$ cat src/rtl/port_allocator_if.sv
// port_allocator_if: request/release inputs and grant/ownership outputs of the output-port allocator
interface port_allocator_if #(
  parameter int PORTS = 4,
  parameter int DIR_W = 2
);
  logic [PORTS-1:0]       req_i;
  logic [PORTS*DIR_W-1:0] dest_i;
  logic [PORTS-1:0]       rel_i;
  logic [PORTS-1:0]       gnt_o;
  logic [PORTS-1:0]       hold_o;
  logic [PORTS-1:0]       out_busy_o;
  logic [PORTS*DIR_W-1:0] out_owner_o;
  logic [PORTS-1:0]       loopback_o;
  modport master (
    output req_i, dest_i, rel_i,
    input  gnt_o, hold_o, out_busy_o, out_owner_o, loopback_o
  );
  modport slave (
    input  req_i, dest_i, rel_i,
    output gnt_o, hold_o, out_busy_o, out_owner_o, loopback_o
  );
endinterface

$ cat src/rtl/port_allocator.sv
// port_allocator: per-output round-robin FREE/OWNED allocator holding ownership until the owner releases
module port_allocator #(
  parameter int PORTS          = 4,
  parameter int DIR_W          = 2,
  parameter bit ALLOW_LOOPBACK = 1'b0
) (
  input logic clk,
  input logic rst,
  port_allocator_if.slave bus
);
  typedef enum logic {FREE, OWNED} state_t;
  state_t           st_q  [PORTS];
  state_t           st_d  [PORTS];
  logic [DIR_W-1:0] own_q [PORTS];
  logic [DIR_W-1:0] own_d [PORTS];
  logic [DIR_W-1:0] ptr_q [PORTS];
  logic [DIR_W-1:0] ptr_d [PORTS];
  logic [PORTS-1:0] cand  [PORTS];
  logic [PORTS-1:0] gnt_q, gnt_d, loop_q, loop_d, hold, busy;
  always_comb begin
    logic             found;
    logic [DIR_W-1:0] w, idx;
    hold   = '0;
    busy   = '0;
    gnt_d  = '0;
    loop_d = '0;
    found  = 1'b0;
    w      = '0;
    idx    = '0;
    for (int j = 0; j < PORTS; j++) begin
      busy[j] = st_q[j] == OWNED;
      if (busy[j]) hold[own_q[j]] = 1'b1;
    end
    for (int i = 0; i < PORTS; i++) begin
      loop_d[i] = !ALLOW_LOOPBACK && bus.req_i[i] && !hold[i] && bus.dest_i[i*DIR_W +: DIR_W] == DIR_W'(i);
      for (int j = 0; j < PORTS; j++)
        cand[j][i] = bus.req_i[i] && !hold[i] && bus.dest_i[i*DIR_W +: DIR_W] == DIR_W'(j) && (ALLOW_LOOPBACK || i != j);
    end
    for (int j = 0; j < PORTS; j++) begin
      st_d[j]  = st_q[j];
      own_d[j] = own_q[j];
      ptr_d[j] = ptr_q[j];
      found    = 1'b0;
      w        = '0;
      if (st_q[j] == FREE) begin
        for (int k = 0; k < PORTS; k++) begin
          idx = ptr_q[j] + DIR_W'(k);
          if (!found && cand[j][idx]) begin
            found = 1'b1;
            w     = idx;
          end
        end
        if (found) begin
          st_d[j]  = OWNED;
          own_d[j] = w;
          ptr_d[j] = w + 1'b1;
          gnt_d[w] = 1'b1;
        end
      end else if (bus.rel_i[own_q[j]]) begin
        st_d[j]  = FREE;
        own_d[j] = '0;
      end
    end
  end
  always_ff @(posedge clk) begin
    if (rst) begin
      for (int j = 0; j < PORTS; j++) begin
        st_q[j]  <= FREE;
        own_q[j] <= '0;
        ptr_q[j] <= '0;
      end
      gnt_q  <= '0;
      loop_q <= '0;
    end else begin
      for (int j = 0; j < PORTS; j++) begin
        st_q[j]  <= st_d[j];
        own_q[j] <= own_d[j];
        ptr_q[j] <= ptr_d[j];
      end
      gnt_q  <= gnt_d;
      loop_q <= loop_d;
    end
  end
  assign bus.gnt_o      = gnt_q;
  assign bus.loopback_o = loop_q;
  assign bus.hold_o     = hold;
  assign bus.out_busy_o = busy;
  for (genvar g = 0; g < PORTS; g++) begin : g_own
    assign bus.out_owner_o[g*DIR_W +: DIR_W] = own_q[g];
  end
endmodule

$ cat src/flat_wrapper.sv
// flat-port wrapper written by rule: the top's interface ports become plain ports
module port_allocator_flat 
#(
  parameter int PORTS          = 4,
  parameter int DIR_W          = 2,
  parameter bit ALLOW_LOOPBACK = 1'b0
)
  (clk, rst, bus_req_i, bus_dest_i, bus_rel_i, bus_gnt_o, bus_hold_o, bus_out_busy_o, bus_out_owner_o, bus_loopback_o);
  port_allocator_if #(.PORTS(PORTS), .DIR_W(DIR_W)) bus_i ();
  input logic clk;
  input logic rst;
  input wire logic [$bits(bus_i.req_i)-1:0] bus_req_i;
  input wire logic [$bits(bus_i.dest_i)-1:0] bus_dest_i;
  input wire logic [$bits(bus_i.rel_i)-1:0] bus_rel_i;
  output wire logic [$bits(bus_i.gnt_o)-1:0] bus_gnt_o;
  output wire logic [$bits(bus_i.hold_o)-1:0] bus_hold_o;
  output wire logic [$bits(bus_i.out_busy_o)-1:0] bus_out_busy_o;
  output wire logic [$bits(bus_i.out_owner_o)-1:0] bus_out_owner_o;
  output wire logic [$bits(bus_i.loopback_o)-1:0] bus_loopback_o;
  assign bus_i.req_i = bus_req_i;
  assign bus_i.dest_i = bus_dest_i;
  assign bus_i.rel_i = bus_rel_i;
  assign bus_gnt_o = bus_i.gnt_o;
  assign bus_hold_o = bus_i.hold_o;
  assign bus_out_busy_o = bus_i.out_busy_o;
  assign bus_out_owner_o = bus_i.out_owner_o;
  assign bus_loopback_o = bus_i.loopback_o;
  port_allocator #(.PORTS(PORTS), .DIR_W(DIR_W), .ALLOW_LOOPBACK(ALLOW_LOOPBACK)) u_core (.clk(clk), .rst(rst), .bus(bus_i));
endmodule
$ cat config.mk
export PLATFORM = sky130hd
export DESIGN_NAME = port_allocator_flat
export DESIGN_NICKNAME = d
export VERILOG_FILES = /design/src/rtl/port_allocator_if.sv /design/src/rtl/port_allocator.sv /design/src/flat_wrapper.sv
export SDC_FILE = /design/constraint.sdc
export NUM_CORES = 1
export LEC_CHECK = 0
export BUFFER_PORTS_ARGS = -buffer_cell sky130_fd_sc_hd__buf_2
export CORE_ASPECT_RATIO = 2
export CORE_MARGIN = 10
export CORE_UTILIZATION = 40
export CTS_BUF_LIST = sky130_fd_sc_hd__clkbuf_8 sky130_fd_sc_hd__clkbuf_16
export DETAILED_ROUTE_END_ITERATION = 6
export PLACE_DENSITY = 0.7
export SYNTH_ARGS = -nofsm -noshare
export SYNTH_HDL_FRONTEND = slang
export SYNTH_SLANG_ARGS = --single-unit
$ cat constraint.sdc
create_clock -name clk -period 3.8 [get_ports clk]
set_input_delay 0.38 -clock clk [delete_from_list [all_inputs] [get_ports clk]]
set_output_delay 0.38 -clock clk [all_outputs]
set_load 0.02 [all_outputs]
# ---- After elaboration in Yosys (flattened, before gate mapping)
# Memories as Yosys holds them, arrays and structs flattened.
# Cells that the tools add are included.
dict set report op_classes {
  n_lt_le_gt_ge 32
  muxes 167
  bitwise 18
  n_addsub 16
  n_eq_ne 12
  reduce_logical 60
}
# operator n
set ops {}
lappend ops {{$mux W2} 48}
lappend ops {{$mux W1} 79}
lappend ops {{$lt A2 B3 Y1 const B} 24}
lappend ops {{$mux W4} 12}
lappend ops {{$bmux W1 S2} 20}
lappend ops {{$logic_and A1 B1 Y1} 40}
lappend ops {{$or A4 B4 Y4} 6}
lappend ops {{$add A2 B1 Y2 const B} 8}
lappend ops {{$add A2 B2 Y2 const B} 8}
lappend ops {{$demux W1 S2} 8}
lappend ops {{$eq A2 B2 Y1 const B} 8}
lappend ops {{$ge A2 B1 Y1 const B} 8}
lappend ops {{$logic_not A1 Y1} 16}
lappend ops {{$or A1 B1 Y1} 12}
lappend ops {{$eq A2 B1 Y1 const B} 4}
lappend ops {{$logic_not A2 Y1} 4}
dict set report word_totals {
  out_inout_bits 24
  ram_bits 20
  elab_cells 310
  reg_bits 8
  mem_count 3
}
# name words width read_ports rd_ports_with_merged_regs wr line
set mem_list {}
lappend mem_list {u_core.own_q 4 2 4 0 4 port_allocator.sv:14} ;# logic [DIR_W-1:0] own_q [PORTS];
lappend mem_list {u_core.ptr_q 4 2 4 0 4 port_allocator.sv:16} ;# logic [DIR_W-1:0] ptr_q [PORTS];
lappend mem_list {u_core.st_q 4 1 4 0 4 port_allocator.sv:12} ;# state_t st_q [PORTS];

# ---- Longest topological paths before layout
# An unclocked memory read counts as a cell.
dict set report depth {
  depth_word 46
  mapped_depth 11
  mapped_depth_nobuf 10
}

# ---- Worst setup path after synthesis
# OpenSTA, ideal clock, no wires.
dict set report synth_timing {
  kind {flip-flop to flip-flop}
  start {memory u_core.own_q[1][0]}
  end {memory u_core.ptr_q[1][1], in the netlist u_core.ptr_q[0][3]}
  path_slack_ns 1.369
  n_path_buf 0
  arrival_time_ns 2.304
  required_ns 3.672
  stages_incl_launch_ff 9
  setup_ns 0.128
  cell_sequence {dfxtp_1 nor3b_4 nor4_4 nand3_2 o311ai_2 inv_1 ha_1 mux2i_1 nor2_1}
}
# element line
set synth_rtl {}
lappend synth_rtl {{from (decl)} port_allocator.sv:14}
lappend synth_rtl {{to (decl)} port_allocator.sv:16}

==> results.py <==
metrics = {
    "timing": {
        "finalCriticalPeriod_ns": 2.706,
        "slew_viol_final": 0,
        "finalHoldViolCount": 0,
        "setup_slack_ns": 1.094,
        "maxSlewHeadroom": 0.3750,
        "final.setup.tns_ns": 0,
        "skew_ns": 0.003095,
        "rsz0062_at_grt": "no",
        "tightest_slew_ns": 0.9331,
        "finalSetupViolations": 0,
        "whs_ns": 0.3002,
        "period_share": 0.7120,
        "fmax_ghz": 0.3696,
    },
    "place": {
        "gp_congestion": 0.8509,
        "numPlacedInstances": 303,
        "hpwl_mm": 4.415,
        "dp_slack_ns": 1.104,
        "io_buffers": 41,
    },
    "clocking": {
        "root_buffer": "clkbuf_8",
        "cts.clk_slew.worst_paths_ns": 0.10,
        "cts_setup_buffers": 0,
        "clock_sinks": 28,
        "post_cts_resized": 0,
        "holdBufCountCts": 0,
        "clk_path_buf_depth": 2,
        "cts.htree.levels": 1,
        "cts_tree": "built",
        "cts_buffers": 3,
        "clock_latency_ns": 0.28,
    },
    "routing": {
        "drc_errors": 0,
        "wire_per_inst_um": 17.74,
        "dr.pass1.iters": 4,
        "vias": 1766,
        "drt-total-wl_mm": 5.446,
        "drt_iter0_markers": 167,
        "routed_via_density": 5.752,
        "antenna_left": 0,
    },
    "die": {
        "fp-row-count": 36,
        "initial_core_util": 0.4079,
        "die_w_um": 69.81,
        "boundaryPins": 42,
        "dieHeight_um": 119.6,
        "core-area_um2": 4865,
        "die-area_um2": 8349,
    },
    "synthesis": {
        "syn-num-nets": 249,
        "avgSynthCellArea_um2": 9.230,
        "ys_seq_elements": 28,
        "synth_edf_count": 0,
        "yosysTopAreaCellShare": 0.2825,
        "netlist.top_cell.by_area": "dfxtp_1",
        "yosysWarnings": 0,
        "ys_top_cells_by_count": "dfxtp_1 (28), nand3_1 (19), ha_1 (16), nand2_1 (16), nor2_1 (14)",
        "async_flop_share": 0,
        "syn_inst": 215,
        "seq_area_frac_synth": 0.2825,
        "synth_most_common_cell": "dfxtp_1",
        "syn_area_um2": 1984,
        "synthDistinctLibCells": 58,
        "ys.flop_type": "dfxtp_1",
        "synthTopCellsByArea": "dfxtp_1 (28%), ha_1 (10%), nand3_1 (4.8%)",
    },
    "status": {
        "status": "finished, final reports clean",
    },
    "setup_path": {
        "cp-end-kind": "flip-flop",
        "worstPathRequired_ns": 3.95,
        "worst-path-max-fanout": 9,
        "critPathKind": "flip-flop to flip-flop",
        "r2r_setup_slack_ns": 1.09,
        "worstPathArrival_ns": 2.85,
        "start_kind": "flip-flop",
    },
    "layout": {
        "syn_to_final_growth_pct": 14.31,
        "finalNonFillerCells": 307,
        "drive_gt1_frac": 0.2800,
        "n_antenna_cell": 0,
        "final_nets": 285,
    },
    "pwr": {
        "leakagePower_nw": 0.9803,
        "irDropWorstVdd_mv": 0.1641,
        "power_density_nw_per_um2": 344.6,
        "total_power_mw": 0.7817,
    },
    "global_route": {
        "grt_use_total": 0.1287,
        "met1_usage": 0.1250,
        "grt_max_degree": 25,
        "grtUsageMet3": 0.03218,
        "antenna_found_initial": 0,
        "gr-total-overflow": 0,
        "grt_pass1_wl_mm": 8.928,
        "first_global_vias": 1834,
        "grt.met2_usage": 0.2380,
        "grt_busiest_layer": "met2",
    },
    "run": {
        "maxCapViolations": 0,
    },
    "hold_path": {
        "min_path_type": "input port to flip-flop",
    },
}
==> final timing paths <==
| check | from | to | cells past startpoint |
|---|---|---|---|
| max | u_core.st_q[1]$_SDFF_PP0_ | u_core.bus.gnt_o[3]$_SDFF_PP0_ | 8 |
| min reg2reg | u_core.ptr_q[0][0]$_SDFFE_PP0P_ | u_core.ptr_q[0][0]$_SDFFE_PP0P_ | 2 |
| min | bus_dest_i[3] | u_core.bus.loopback_o[1]$_SDFF_PP0_ | 2 |
| max reg2reg | u_core.st_q[1]$_SDFF_PP0_ | u_core.bus.gnt_o[3]$_SDFF_PP0_ | 8 |
==> area by class of cell <==
type,instances,area (um2)
Fill cell,516,2596
Multi-Input combinational cell,163,1308
Sequential cell,28,560.5
Timing Repair Buffer,41,205.2
Tap cell,57,71.32
Inverter,14,52.55
Clock buffer,3,41.29
Clock inverter,1,30.03
==> per-stage QoR <==
stage                     instance area, um2    util
after floorplan                         1984       -
after global placement                  2197  0.4516
after detailed placement                2197  0.4516
after CTS                               2268  0.4663
after global routing                    2268  0.4663
final                                   2268  0.4663
==> kinds of logic after synthesis <==
group,Yosys count,synth area share
and+or+nand+nor,90,0.2699
buffers and inverters,24,0.05864
DFF,28,0.2825
AOI/OAI and AO/OA,49,0.2207
adders and majority gates,16,0.1009
muxes,8,0.06747
==> state kept, by name, indices dropped and copies added (netlist names) <==
signal	cells
u_core.own_q	8
u_core.bus.gnt_o	4
u_core.ptr_q	8
u_core.st_q	4
u_core.bus.loopback_o	4
==> placed cells by master (no fill, tap or decap), drive strengths merged, types with 2 or more instances in the layout <==
cell type / instances
o2111a: 3
nor2b: 2
clkbuf: 3
mux4: 4
nand3: 20
a31oi: 4
o22ai: 2
inv: 14
nand3b: 8
a211oi: 2
a21oi: 10
or3: 3
ha: 16
and4: 2
nand2b: 2
buf: 41
a22oi: 8
nor3b: 5
nand4b: 3
nor2: 15
o311ai: 2
nor3: 3
o21a: 4
o31ai: 2
dfxtp: 28
mux2i: 4
o21ai: 3
a31o: 3
o211a: 2
or2: 2
nor4: 3
nand2: 17
==> metal layers <==
layer	wire, um	share of wire
met2	2902	0.53
met1	1990	0.37
met3	327	0.060
met4	225	0.041
met5	0	0
==> worst max-delay path, stage by stage (launching register included) <==
cell and delay (ns):
dfxtp_1 0.42, nor3b_4 0.21, nor4_4 0.58, nand3_2 0.24
o311ai_2 0.48, inv_1 0.12, ha_1 0.22, a22oi_1 0.20
a21oi_1 0.11
==> power breakdown <==
group	switching, mW	leakage [nW]	internal, mW
registers	0.0270	0.229	0.313
clock network	0.0987	0.0357	0.141
logic	0.122	0.716	0.0794
Power figures use the tool's default switching activity.
